==> src/rtl/rv_pkg.sv <==
// Shared definitions for the RISC-V fetch front end: control-flow opcodes,
// fetch FSM states and a small alignment helper.
package rv_pkg;

  localparam logic [6:0] OP_BRANCH = 7'b1100011;
  localparam logic [6:0] OP_JAL    = 7'b1101111;
  localparam logic [6:0] OP_JALR   = 7'b1100111;

  typedef enum logic [1:0] {
    BOOT  = 2'd0,
    FETCH = 2'd1,
    WAIT  = 2'd2
  } pcf_state_t;

  function automatic logic word_misaligned(input logic [1:0] low_bits);
    return (low_bits != 2'b00);
  endfunction

endpackage

==> src/rtl/pc_fetch_unit_next_pc_calc.sv <==
// Combinational control-flow resolution: target address, redirect event,
// misalignment and the resulting new fetch address.
module next_pc_calc
  import rv_pkg::*;
#(
  parameter int              XLEN        = 32,
  parameter logic [XLEN-1:0] TRAP_VECTOR = XLEN'(32'h0000_0100)
) (
  input  logic            cf_valid_i,
  input  logic [6:0]      opcode_i,
  input  logic            branch_taken_i,
  input  logic [XLEN-1:0] imm_i,
  input  logic [XLEN-1:0] rs1_i,
  input  logic [XLEN-1:0] ex_pc_i,
  input  logic            trap_i,
  output logic [XLEN-1:0] target_o,
  output logic            redirect_o,
  output logic            misaligned_o,
  output logic            event_o,
  output logic [XLEN-1:0] new_pc_o
);

  logic [XLEN-1:0] pc_rel_s;
  logic [XLEN-1:0] reg_rel_s;

  assign pc_rel_s  = ex_pc_i + imm_i;
  assign reg_rel_s = rs1_i + imm_i;

  // Decode the execute-stage instruction into a target and a redirect decision.
  always_comb begin
    target_o   = pc_rel_s;
    redirect_o = 1'b0;
    case (opcode_i)
      OP_BRANCH: redirect_o = cf_valid_i && branch_taken_i;
      OP_JAL:    redirect_o = cf_valid_i;
      OP_JALR: begin
        target_o   = {reg_rel_s[XLEN-1:1], 1'b0};
        redirect_o = cf_valid_i;
      end
      default:   redirect_o = 1'b0;
    endcase
    misaligned_o = redirect_o && word_misaligned(target_o[1:0]);
    event_o      = trap_i || redirect_o;
    if (trap_i || misaligned_o) begin
      new_pc_o = TRAP_VECTOR;
    end else begin
      new_pc_o = target_o;
    end
  end

endmodule

==> src/rtl/pc_fetch_unit.sv <==
// Program counter and instruction-fetch request generator; defers control-flow
// redirects while a fetch request is waiting for instruction memory.
module pc_fetch_unit
  import rv_pkg::*;
#(
  parameter int              XLEN         = 32,
  parameter logic [XLEN-1:0] RESET_VECTOR = '0,
  parameter logic [XLEN-1:0] TRAP_VECTOR  = XLEN'(32'h0000_0100)
) (
  input  logic            clk,
  input  logic            reset,
  input  logic            stall,
  input  logic            cf_valid,
  input  logic [6:0]      opcode,
  input  logic            branch_taken,
  input  logic [XLEN-1:0] imm,
  input  logic [XLEN-1:0] rs1,
  input  logic [XLEN-1:0] ex_pc,
  input  logic            trap,
  input  logic            imem_ready,
  output logic [XLEN-1:0] pc,
  output logic            imem_valid,
  output logic [XLEN-1:0] link_addr,
  output logic            redirect,
  output logic            misaligned,
  output logic [XLEN-1:0] bad_target
);

  localparam logic [XLEN-1:0] PC_STEP = XLEN'(3'd4);

  pcf_state_t      state_q;
  logic [XLEN-1:0] pc_q;
  logic [XLEN-1:0] pend_pc_q;
  logic [XLEN-1:0] bad_target_q;
  logic            req_open_q;

  logic [XLEN-1:0] target_s;
  logic [XLEN-1:0] new_pc_s;
  logic            redirect_s;
  logic            misaligned_s;
  logic            event_s;
  logic            valid_s;
  logic            handshake_s;
  logic            blocked_s;

  next_pc_calc #(
    .XLEN        (XLEN),
    .TRAP_VECTOR (TRAP_VECTOR)
  ) u_next_pc_calc (
    .cf_valid_i     (cf_valid),
    .opcode_i       (opcode),
    .branch_taken_i (branch_taken),
    .imm_i          (imm),
    .rs1_i          (rs1),
    .ex_pc_i        (ex_pc),
    .trap_i         (trap),
    .target_o       (target_s),
    .redirect_o     (redirect_s),
    .misaligned_o   (misaligned_s),
    .event_o        (event_s),
    .new_pc_o       (new_pc_s)
  );

  // An unaccepted request stays up regardless of stall.
  assign valid_s     = (state_q == WAIT) || ((state_q == FETCH) && (req_open_q || !stall));
  assign handshake_s = valid_s && imem_ready;
  assign blocked_s   = valid_s && !imem_ready;

  // Fetch FSM: pc, deferred target, open-request tracking and bad-target capture.
  always_ff @(posedge clk or negedge reset) begin
    if (!reset) begin
      state_q      <= BOOT;
      pc_q         <= RESET_VECTOR;
      pend_pc_q    <= '0;
      bad_target_q <= '0;
      req_open_q   <= 1'b0;
    end else begin
      req_open_q <= blocked_s;
      if (misaligned_s) begin
        bad_target_q <= target_s;
      end
      case (state_q)
        BOOT: begin
          state_q <= FETCH;
          if (event_s) begin
            pc_q <= new_pc_s;
          end
        end
        FETCH: begin
          if (event_s && blocked_s) begin
            pend_pc_q <= new_pc_s;
            state_q   <= WAIT;
          end else if (event_s) begin
            pc_q <= new_pc_s;
          end else if (handshake_s) begin
            pc_q <= pc_q + PC_STEP;
          end
        end
        WAIT: begin
          if (handshake_s) begin
            pc_q    <= event_s ? new_pc_s : pend_pc_q;
            state_q <= FETCH;
          end else if (event_s) begin
            pend_pc_q <= new_pc_s;
          end
        end
        default: state_q <= BOOT;
      endcase
    end
  end

  // Flush pulses belong to the event cycle; gating with reset keeps them low during reset.
  assign redirect   = reset && redirect_s;
  assign misaligned = reset && misaligned_s;
  assign pc         = pc_q;
  assign imem_valid = valid_s;
  assign link_addr  = ex_pc + PC_STEP;
  assign bad_target = bad_target_q;

endmodule

==> config.mk <==
export PLATFORM = sky130hd
export DESIGN_NAME = pc_fetch_unit
export DESIGN_NICKNAME = d
export VERILOG_FILES = /design/src/rtl/rv_pkg.sv /design/src/rtl/pc_fetch_unit_next_pc_calc.sv /design/src/rtl/pc_fetch_unit.sv
export SDC_FILE = /design/constraint.sdc
export NUM_CORES = 1
export LEC_CHECK = 0
export ABC_AREA = 1
export CORE_ASPECT_RATIO = 1.1
export CORE_MARGIN = 10
export CORE_UTILIZATION = 40
export DETAILED_ROUTE_END_ITERATION = 8
export MAX_ROUTING_LAYER = met4
export PLACE_DENSITY = 0.66
export SYNTH_ARGS = -nofsm -noshare
export SYNTH_HDL_FRONTEND = slang
export SYNTH_SLANG_ARGS = --single-unit
export TNS_END_PERCENT = 5
==> constraint.sdc <==
create_clock -name clk -period 1.9 [get_ports clk]
set_input_delay 0.19 -clock clk [delete_from_list [all_inputs] [get_ports clk]]
set_output_delay 0.19 -clock clk [all_outputs]
set_load 0.1 [all_outputs]
# Word level (Yosys, flattened, before mapping)
# Index checks and enable logic that the tools add are counted.
# W data, S select, Z words.
# word_totals
regBits	99
latchBits	0
ramBits	0
rom_bits	0
memories	0
# classes
addsub	4
n_mul	0
div	0
n_lt_le_gt_ge	0
n_eq_ne	11
shifts	0
n_mux	16
bitwise	0
reduce_logical	22
# op_table
cell	count
$mux W32	10
$pmux W32 S3	1
$add A32 B3 Y32 const B	2
$add A32 B32 Y32	2
$pmux W32 S2	1
$eq A7 B7 Y1 const B	3
$logic_and A1 B1 Y1	8
$ne A2 B2 Y1 const B	4
$pmux W2 S3	1
$reduce_and A5 Y1	1
$logic_or A1 B1 Y1	4
$mux W2	2
$reduce_bool A2 Y1	2
$ne A3 B3 Y1 const B	1
$reduce_and A3 Y1	1
$reduce_bool A3 Y1	1
$eq A2 B1 Y1 const B	1
$eq A2 B2 Y1 const B	1
$logic_not A1 Y1	2
$logic_not A2 Y1	1
$ne A2 B1 Y1 const B	1
$pmux W1 S2	1
$reduce_and A2 Y1	1
$reduce_or A2 Y1	1

# Longest topological paths before layout
# Gate-level depths: netlist of run 1.
# depth
word_depth	9
depth_mapped	20
mapped_depth_nobuf	20

# By module
# From an unflattened synthesis of run 1, not the netlist that was laid out.
# hier_totals
cells_unflattened	2113
area_unflattened_um2	12265.5
# modules_own_cells
mod	instances	cells_per_inst	area_each_um2	seq_area_each_um2
pc_fetch_unit	1	977	6869.1	2477.4
next_pc_calc	1	1136	5396.4	0.0

# Worst setup path after synthesis of run 1
# No wires, ideal clock.
# synth_path
path_type	input-to-output
start	in ex_pc[2]
end	out link_addr[26]
arrival_ns	3.070
slack_ns	-1.360
path_stages	13
n_path_buf	0
cell_sequence	ha_1 > nand3_1 > nor2_1 > nand2_1 > inv_1 > nand2_1 > inv_1 > nand2_1 > nor2_1 > inv_1 > nor4_2 > nand3_1 > xnor2_1
# synth_via
elab_chain_cells	1
# synth_rtl
element	line_no	source
start, declared	pc_fetch_unit.sv:18	input logic [XLEN-1:0] ex_pc,
$add A32 B3 Y32	pc_fetch_unit.sv:117	assign link_addr = ex_pc + PC_STEP;
end, declared	pc_fetch_unit.sv:23	output logic [XLEN-1:0] link_addr,
# No other way between the ends.

# Final worst setup path of run 1
# layout_path
start	in ex_pc[3]
end	out link_addr[8]
# Same word-level chain as after synthesis.

==> results of run 1 <==
-- path summary, 6_finish.rpt --
path,startpoint,end,slack (ns),cells past startpoint
max,ex_pc[3],link_addr[8],-0.49,17
min,reset,bad_target[30],0.48,3
max reg2reg,pc[2],pc[30],-0.35,18
min reg2reg,bad_target[22],bad_target[22],0.49,2
min in group clk,bad_target[22],bad_target[22],0.49,2
max in group asynchronous,reset,pc[5],0.90,3
-- timing repair --
action                     CTS  global route
cloned                       1             0
hold buffers                 1             0
hold endpoints to repair    46             0
setup endpoints to repair  115           106
resized for setup          276           298
setup buffers               25            11
pin swaps                   54            62
-- stage by stage --
| step | hold WS, ns | setup TNS [ns] |
|---|---|---|
| after floorplan | -0.106 | -22.68 |
| after global placement | 0.350 | -87.46 |
| after detailed placement | 0.355 | -93.04 |
| after CTS | 0.489 | -24.83 |
| after global routing | 0.512 | -25.45 |
| final | 0.484 | -12.81 |
-- cell usage after synthesis, drive strengths merged --
master / n / area [um2]
a21oi: 105 / 526
mux2i: 1 / 10.0
o2111ai: 1 / 8.76
o211ai: 1 / 12.5
nor2: 192 / 746
o31ai: 1 / 7.51
dfrtp: 99 / 2480
or4: 1 / 7.51
clkinv: 3 / 11.3
and3: 2 / 12.5
xor2: 24 / 210
o21a: 5 / 37.5
nand3: 167 / 846
and2: 3 / 18.8
o21ai: 78 / 394
or2: 7 / 43.8
nor3: 30 / 178
inv: 314 / 1180
fa: 2 / 40.0
o21bai: 6 / 45.0
nand3b: 1 / 7.51
nand4: 33 / 206
ha: 67 / 838
o221ai: 2 / 17.5
a21o: 4 / 30.0
nor3b: 1 / 7.51
xnor2: 19 / 166
buf: 29 / 156
clkbuf: 25 / 93.8
o22ai: 2 / 12.5
a21boi: 5 / 37.5
a31oi: 29 / 181
nor4: 5 / 43.8
nand2: 777 / 2930
a22oi: 4 / 30.0
-- layout by cell type, fill, tap and decap left out, types with 17 or more instances in the layout --
cell and instances:
nand2_2 64, nor2_1 149, ha_4 55, buf_12 57
nand3_1 119, a21oi_2 26, clkdlybuf4s50_1 30, buf_4 449
inv_1 295, dfrtp_1 93, a31oi_1 26, o21ai_1 34
nand3_2 42, nor2_2 27, nand2_1 698, a21oi_1 79
dlymetal6s2s_1 38, inv_2 17, o21ai_0 36, nand4_1 33
buf_6 18
-- report_power, final --
part           leakage, nW  internal (W)  switching [W]
Sequential            1.23       0.00298       0.000687
Combinational         9.37       0.00535        0.00991
Clock                0.137      0.000911       0.000953
-- cell type report --
| cell class | count | area, um2 |
|---|---|---|
| clock inverter | 7 | 56.3 |
| sequential | 99 | 2480 |
| tap | 368 | 460 |
| fill | 2481 | 8760 |
| timing repair buffer | 632 | 5850 |
| multi-input combinational | 1575 | 9580 |
| clock buffer | 9 | 225 |
| antenna | 1 | 2.50 |
| inverter | 317 | 1210 |
-- per-layer routing --
metal,GRT usage (%),vias to the layer above
met2,47.6,697
met4,9.83,0
li1,-,7659
met5,-,-
met1,37.2,7163
met3,3.65,126
-- sequential cells by signal, indices dropped and copies added, names as in the netlist --
name and flops:
pend_pc_q 32, req_open_q 1, pc 32, bad_target 32, state_q 2
-- critical path, delay by kind of cell --
| family | cells | cell delay (ns) |
|---|---|---|
| buf+inv | 12 | 1.48 |
| simple gates | 3 | 0.24 |
| xor+xnor | 1 | 0.16 |
| fa+ha+maj | 1 | 0.12 |
-- cell families (layout without fill, tap and decap cells) --
| kind of cell | Yosys count | count (layout) | share of synthesized area [%] |
|---|---|---|---|
| AOI/OAI and AO/OA | 243 | 243 | 11.6 |
| muxes | 1 | 1 | 0.0865 |
| buffers and inverters | 371 | 965 | 12.4 |
| and+or+nand+nor | 1219 | 1219 | 43.6 |
| xor gates and xnor gates | 43 | 43 | 3.25 |
| other | 0 | 1 | 0 |
| DFF | 99 | 99 | 21.4 |
| adders and majority gates | 69 | 69 | 7.59 |
==> run_results.csv, run 1 <==
group,metric,value,unit
floorplan,die_height,198,um
placed_design,place_area,17400,um2
sta,period_share,126,%
finish,fin_nets,2813,
clock_network,root_buffer,"clkbuf_16",
route,vias_per_cell,5.20,
logic_synthesis,synth_cells,2045,
logic_synthesis,ys_ff_latch,99,
flow_run,maxCapViolCount,0,
sta,final.setup.worst_slack,-0.493,ns
route,routedLengthMet1,23.3,mm
logic_synthesis,yosys_warnings,0,
worst_setup_path,slowest_stage,"buf_12",
power_and_ir_drop,p_per_area,1050,nW/um2
min_path,min_path_type,"in -> async",
worst_setup_path,cp-start-kind,"primary input",
outcome,violations,"setup timing",
global_routing,antenna_found_initial,2,
global_routing,grt_use_total,29.3,%
floorplan,core_area,28600,um2
finish,fin_cells,3008,
floorplan,fp.dieW,182,um
clock_network,path_clk_slew,0.07,ns
placed_design,routabilityCongestion,0.966,
route,vias,15600,
route,post_drt_wl_per_cell,18.1,um
finish,synthToLayoutAreaGrowth,71.7,%
route,first_pass_iters,6,
worst_setup_path,arrival,2.20,ns
sta,post-route-min-period,2.39,ns
worst_setup_path,crit_path_max_fanout,3,
finish,post-route-cell-area,19900,um2
logic_synthesis,ys_seq_area_share,21.4,%
floorplan,start_util,40.4,%
sta,fin_skew,0.0106,ns
clock_network,htreeDepth,3,
power_and_ir_drop,finalPower,0.0208,W
sta,drv_slew,0,
logic_synthesis,syn_area,11600,um2
logic_synthesis,synth_nets,2224,
floorplan,design.die.area,36100,um2
placed_design,dp.cells,2953,
power_and_ir_drop,ir_worst_vdd,1460,uV
clock_network,cts_sinks,99,
clock_network,clk_latency,0.37,ns
clock_network,cts_tree,"built",
global_routing,grt_max_degree,100,
global_routing,grt_overflow,0,
worst_setup_path,endpoint_kind,"output port",
finish,fin_util,69.4,%
worst_setup_path,worst_path_most_repeated_cell,"buf_4",
sta,slew_headroom,60.2,%
finish,drive_gt1_share,34.7,%
sta,worst_slew_pin_slew,0.597,ns
logic_synthesis,avgSynthCellArea,5.66,um2
global_routing,grt_pass1_vias,15300,
sta,hold_viol,0,
outcome,status,"finished, violations left",
logic_synthesis,synth_cell_types,50,
placed_design,hpwl,42.4,mm
route,drt.antenna.violating_nets,0,
placed_design,numPortBuffers,208,
placed_design,post-place-ws,-1.11,ns
route,wirelength,54.4,mm
clock_network,clockBufferDepth,2,
route,highest_layer,"met4",
global_routing,grt_pass1_wl,82.3,mm
route,drc_errors,0,
power_and_ir_drop,leakage,10.7,nW
worst_setup_path,cp.required,1.71,ns
sta,fmax,418,MHz
route,dr_wl_met3,3.56,mm
floorplan,pin_count,209,
sta,setup_viol,77,
floorplan,fp-row-count,65,
route,drtIter0Drc,1383,
sta,rsz0062_at_grt,"yes",
worst_setup_path,crit_chain,"buf_8, buf_6, ha_4, nand3_2, nor2_1, nand2_1, buf_4, buf_4, buf_4, buf_4, buf_4, buf_4, buf_4, buf_4, buf_4, xor2_2, buf_12",
clock_network,cts_buffers,9,
worst_setup_path,max_stage_delay,0.20,ns
route,wl_met2,25.6,mm
worst_setup_path,critPathKind,"in -> out",
No activity file was read; power rests on OpenSTA's default activity.
==> inputs of run 2 (changes only) <==
Settings changed: TNS_END_PERCENT 5 to not set.
==> run 2 against run 1 <==
The run still ends with setup timing left. Global-route usage down 3.5 points. Maximum frequency up 3.0%. Flip-flop and latch count unchanged. Final cell count down 2.6%. Worst setup slack better by 0.069 ns. Utilization down 1.7 points. First-iteration DRC count down 26%. Final area down 2.4%. Critical path type unchanged. Largest power group unchanged. Highest routed layer unchanged.
==> run_results.csv, run 2 (synthesized netlist as in run 1, its figures left out) <==
group,metric,value,unit
worst_setup_path,arrival,2.13,ns
sta,drv_slew,0,
floorplan,start_util,40.4,%
sta,rsz0062_at_grt,"yes",
floorplan,core_area,28600,um2
outcome,status,"finished, violations left",
clock_network,htreeDepth,3,
global_routing,antenna_found_initial,1,
global_routing,grt_use_total,25.8,%
power_and_ir_drop,p_per_area,1050,nW/um2
global_routing,grtUsageMet2,44.7,%
finish,fin_cells,2930,
power_and_ir_drop,ir_worst_vdd,2020,uV
route,vias,14800,
finish,layout_common_cells,"nand2_1 (689), buf_4 (376), inv_1 (292), nor2_1 (145), nand3_1 (122)",
worst_setup_path,critPathKind,"in -> out",
sta,period_share,122,%
floorplan,design.die.area,36100,um2
placed_design,hpwl,38.3,mm
placed_design,dp.cells,2890,
global_routing,grt_max_degree,100,
clock_network,clockBufferDepth,2,
clock_network,cts_sinks,99,
sta,worst_slew_pin_slew,0.569,ns
min_path,min_path_cells,2,
sta,fin_skew,0.00584,ns
clock_network,root_buffer,"clkbuf_16",
worst_setup_path,worstReg2RegStart,"pc[4]",
worst_setup_path,cp.required,1.71,ns
global_routing,use_met3,3.27,%
power_and_ir_drop,finalPower,0.0203,W
min_path,min_path_type,"reg -> reg",
route,vias_per_cell,5.06,
sta,final.setup.worst_slack,-0.423,ns
clock_network,cts_buffers,9,
clock_network,cts_tree,"built",
clock_network,clk_latency,0.36,ns
floorplan,die_height,198,um
placed_design,numPortBuffers,208,
sta,slew_headroom,62.1,%
route,first_pass_iters,8,
route,post_drt_wl_per_cell,16.4,um
global_routing,grt_pass1_vias,14600,
worst_setup_path,regToRegEndpoint,"pc[27]",
sta,post-route-min-period,2.32,ns
placed_design,routabilityCongestion,0.910,
flow_run,maxCapViolCount,0,
global_routing,grt_pass1_wl,74.1,mm
global_routing,grt.busiest_layer,"met2",
route,wirelength,48.2,mm
sta,fmax,430,MHz
global_routing,grt_util_met1,31.6,%
worst_setup_path,startpoint,"ex_pc[5]",
finish,final_common_cell,"nand2_1",
worst_setup_path,rr_worst_depth,15,
sta,setup_viol,76,
worst_setup_path,crit_end,"link_addr[27]",
floorplan,fp.dieW,182,um
worst_setup_path,endpoint_kind,"output port",
sta,hold_viol,0,
worst_setup_path,r2r_slack,-0.24,ns
floorplan,pin_count,209,
placed_design,post-place-ws,-1.02,ns
power_and_ir_drop,leakage,10.3,nW
route,drc_errors,0,
finish,drive_gt1_share,34.0,%
floorplan,fp-row-count,65,
global_routing,grt_overflow,0,
route,drtIter0Drc,1028,
finish,synthToLayoutAreaGrowth,67.6,%
finish,fin_nets,2735,
route,drt.antenna.violating_nets,0,
outcome,violations,"setup timing",
worst_setup_path,cp-start-kind,"primary input",
finish,fillCellCount,2527,
clock_network,path_clk_slew,0.07,ns
worst_setup_path,crit_path_max_fanout,2,
==> run 2: changes by cell type in the layout (fill, tap and decap cells not counted), sizes merged <==
cell / delta
clkdlybuf4s50: +2
buf: -81
dlygate4sd2: +10
bufbuf: -1
dlymetal6s2s: -1
inv: -5
clkbuf: -3
bufinv: +2
clkdlybuf4s15: -1
==> run 2: where the power goes <==
group          internal (W)  total [W]  switching, W
sequential          0.00304    0.00370      0.000655
clock               0.00123    0.00209      0.000865
combinational       0.00504     0.0145       0.00948
total               0.00931     0.0203        0.0110
==> run 2: final cells by class <==
type	instances	area, um2	share of cell area [%]
multi-input combinational	1575	9680	49.9
timing repair buffer	554	5190	26.8
sequential	99	2520	13.0
inverter	317	1200	6.19
tap	368	460	2.37
clock buffer	12	256	1.32
clock inverter	4	72.6	0.374
antenna	1	2.50	0.0129
==> run 2: stage by stage <==
stage                     hold slack, ns  area [um2]  util [%]  setup TNS (ns)
final                              0.483       19400      67.7          -12.39
after global routing               0.510       19400      67.7          -26.85
after CTS                        0.00484       18300      64.0          -26.09
after detailed placement           0.381       17400      60.9          -86.03
after global placement             0.387       17400      60.9          -80.33
after floorplan                   -0.106       12300         -          -11.18
==> run 2: worst min-delay path by stage <==
stage	start	end	slack [ns]
after floorplan	reset	bad_target[0]	-0.11
after global placement	reset	pc[29]	0.39
after detailed placement	reset	pc[27]	0.38
after CTS	reset	pc[27]	0.005
after global routing	bad_target[22]	bad_target[22]	0.51
final	bad_target[0]	bad_target[0]	0.48
==> run 2: timing repair <==
item,4_1_cts,5_1_grt
endpoints found under the hold margin,0,12
buffers inserted,14,9
pin swaps,53,53
gates resized for setup,198,257
setup endpoints to repair,113,101
hold buffers,0,1
==> run 2: critical path, stage by stage <==
cell	delay, ns
buf_6	0.07
buf_6	0.10
nand2_8	0.05
nor2_4	0.12
nand2_4	0.07
buf_4	0.15
nor2_4	0.09
nand2_2	0.07
inv_2	0.06
nand2_2	0.06
or4_4	0.46
buf_6	0.15
nor2_4	0.12
xor2_4	0.17
buf_12	0.19
==> run 2: metal layers <==
| metal | part of all wire (%) | vias up |
|---|---|---|
| met5 | 0 | - |
| met4 | 1.3 | 0 |
| met3 | 5.3 | 46 |
| met2 | 50 | 462 |
| met1 | 43 | 6834 |
| li1 | - | 7477 |
==> inputs of run 3 (changes only) <==
Settings changed: CORE_ASPECT_RATIO 1.1 to not set, CORE_UTILIZATION 40 to 44, PLACE_DENSITY 0.66 to 0.71.
==> run 3 against run 2 <==
The flow finishes with violations (hold timing, setup timing). Power is 3.8% higher. Die area is 8.2% lower. Clock skew up 0.0061 ns. Non-clock buffer count grew 65. Register-to-register slack hardly changed. Critical endpoint is now link_addr[29]. Worst hold slack lost 0.52 ns. Count of clock-buffer cells in the layout fell by 2. Wire length increased by 8.6%. Critical path depth down 3. Global-route usage is 4.9 points higher. Flip-flop and latch count stayed put. Final area is 4.1% higher.
==> run_results.csv, run 3 (synthesized netlist as in run 1, its figures left out) <==
group,metric,value,unit
clock_network,clockBufferDepth,2,
finish,final_common_cell,"nand2_1",
floorplan,pin_count,209,
route,vias,15900,
min_path,min_path_type,"in -> async",
floorplan,die_height,182,um
worst_setup_path,cp-start-kind,"primary input",
power_and_ir_drop,pwr-share-seq,17.7,%
sta,slew_headroom,60.3,%
clock_network,cts_tree,"built",
sta,fin_skew,0.0120,ns
sta,post-route-min-period,2.42,ns
power_and_ir_drop,leakage,10.5,nW
sta,period_share,127,%
finish,drive_gt1_share,37.2,%
global_routing,grt_max_degree,100,
worst_setup_path,worstReg2RegStart,"pc[3]",
finish,seqCellArea,2520,um2
clock_network,clk_latency,0.35,ns
finish,multi_input_area,9970,um2
worst_setup_path,critPathKind,"in -> out",
worst_setup_path,crit_path_max_fanout,2,
placed_design,hpwl,38.0,mm
outcome,status,"finished, violations left",
floorplan,design.die.area,33200,um2
sta,final.setup.worst_slack,-0.521,ns
sta,setup_viol,87,
global_routing,grt_use_total,30.7,%
outcome,violations,"hold timing, setup timing",
sta,fmax,413,MHz
route,first_pass_iters,6,
worst_setup_path,rr_worst_depth,15,
worst_setup_path,regToRegEndpoint,"pc[16]",
global_routing,grt_pass1_vias,15600,
sta,rsz0062_at_grt,"yes",
placed_design,post-place-ws,-0.987,ns
worst_setup_path,slowest_stage,"nor3b_4",
global_routing,grt_overflow,0,
worst_setup_path,crit_chain,"buf_8, buf_6, nand2_4, nor2_4, nand2_4, nor4_4, nand4_1, nor3_2, nand4_1, nor3b_4, xor2_4, buf_12",
worst_setup_path,cp.required,1.71,ns
floorplan,core_area,26000,um2
power_and_ir_drop,intPower,0.00953,W
floorplan,fp-row-count,59,
finish,synthToLayoutAreaGrowth,74.4,%
power_and_ir_drop,pwr-share-comb,73.3,%
route,drt.antenna.violating_nets,0,
sta,drv_slew,0,
floorplan,start_util,44.5,%
power_and_ir_drop,p_per_area,1040,nW/um2
power_and_ir_drop,netSwitchingFraction,54.8,%
flow_run,maxCapViolCount,0,
power_and_ir_drop,ir_worst_vdd,1620,uV
worst_setup_path,max_stage_delay,0.31,ns
finish,fillCellCount,1970,
clock_network,root_buffer,"clkbuf_16",
route,vias_per_cell,5.37,
clock_network,path_clk_slew,0.08,ns
finish,fin_nets,2800,
sta,whs,-0.0389,ns
floorplan,fp.dieW,182,um
route,drc_errors,0,
worst_setup_path,arrival,2.23,ns
placed_design,numPortBuffers,208,
global_routing,grt_pass1_wl,81.4,mm
power_and_ir_drop,pwr-share-clk,8.9,%
finish,layout_common_cells,"nand2_1 (676), buf_4 (422), inv_1 (287), nor2_1 (137), nand3_1 (128)",
worst_setup_path,endpoint_kind,"output port",
clock_network,cts_sinks,99,
placed_design,place_area,17400,um2
worst_setup_path,r2r_slack,-0.23,ns
clock_network,htreeDepth,3,
route,drtIter0Drc,1566,
global_routing,antenna_found_initial,1,
placed_design,routabilityCongestion,0.967,
route,post_drt_wl_per_cell,17.7,um
sta,worst_slew_pin_slew,0.596,ns
route,wirelength,52.3,mm
power_and_ir_drop,switchingPower,0.0116,W
clock_network,cts_buffers,9,
finish,post-route-cell-area,20200,um2
sta,hold_viol,11,
clock_network,hold_buffers,0,
==> run 3: power by group through the flow <==
stage / Sequential, W / Combinational [W] / Clock (W)
6_report: 0.00374 / 0.0155 / 0.00188
5_1_grt: 0.00383 / 0.0164 / 0.00197
4_1_cts: 0.00371 / 0.0150 / 0.00188
3_3_place_gp: 0.00369 / 0.0134 / 0
2_1_floorplan: 0.00678 / 0.00586 / 0
3_5_place_dp: 0.00370 / 0.0136 / 0
==> run 3: critical path: cells and delay by family <==
family        cells  cell delay (ns)
xor+xnor          1             0.18
buf+inv           3             0.37
simple gates      8             1.49
==> run 3: worst max path at each step <==
stage / startpoint / endpoint / slack (ns) / cells past startpoint
final: ex_pc[7] / link_addr[29] / -0.52 / 12
after global routing: ex_pc[7] / link_addr[29] / -0.67 / 12
after CTS: ex_pc[7] / link_addr[29] / -0.58 / 12
after detailed placement: imm[0] / pc[16] / -0.99 / 19
after global placement: imm[8] / pc[10] / -0.93 / 17
after floorplan: ex_pc[2] / link_addr[26] / -0.57 / 13
==> run 3: metrics by stage <==
| step | total power [W] | std cells | utilization, % | TNS, ns |
|---|---|---|---|---|
| after floorplan | 0.0126 | 2045 | - | -11.18 |
| after global placement | 0.0171 | 2869 | 67.1 | -78.10 |
| after detailed placement | 0.0174 | 2869 | 67.1 | -85.00 |
| after CTS | 0.0206 | 2955 | 76.4 | -11.74 |
| after global routing | 0.0222 | 2962 | 77.7 | -28.58 |
| final | 0.0211 | 2962 | 77.7 | -17.26 |
==> run 3: area by class of cell <==
type                    count  area share, %
diodes                      1         0.0124
clock buffers              10           1.13
clock inverters             6          0.322
inverters                 317           6.02
multi-input cells        1575           49.4
flip-flops and latches     99           12.5
well taps                 335           2.08
repair buffers            619           28.5
==> run 3: per-layer routing <==
metal | up-vias | wire [um] | track usage (%)
li1 | 7617 | - | -
met1 | 7413 | 21800 | 37.8
met2 | 779 | 25500 | 52.2
met3 | 110 | 3620 | 3.70
met4 | 0 | 1340 | 7.84
met5 | - | 0 | -
==> run 3: what timing repair did <==
item,4_1_cts,5_1_grt
setup endpoints to repair,115,104
gates cloned,7,0
pin swaps,148,41
resized for setup,498,86
buffers inserted,67,8
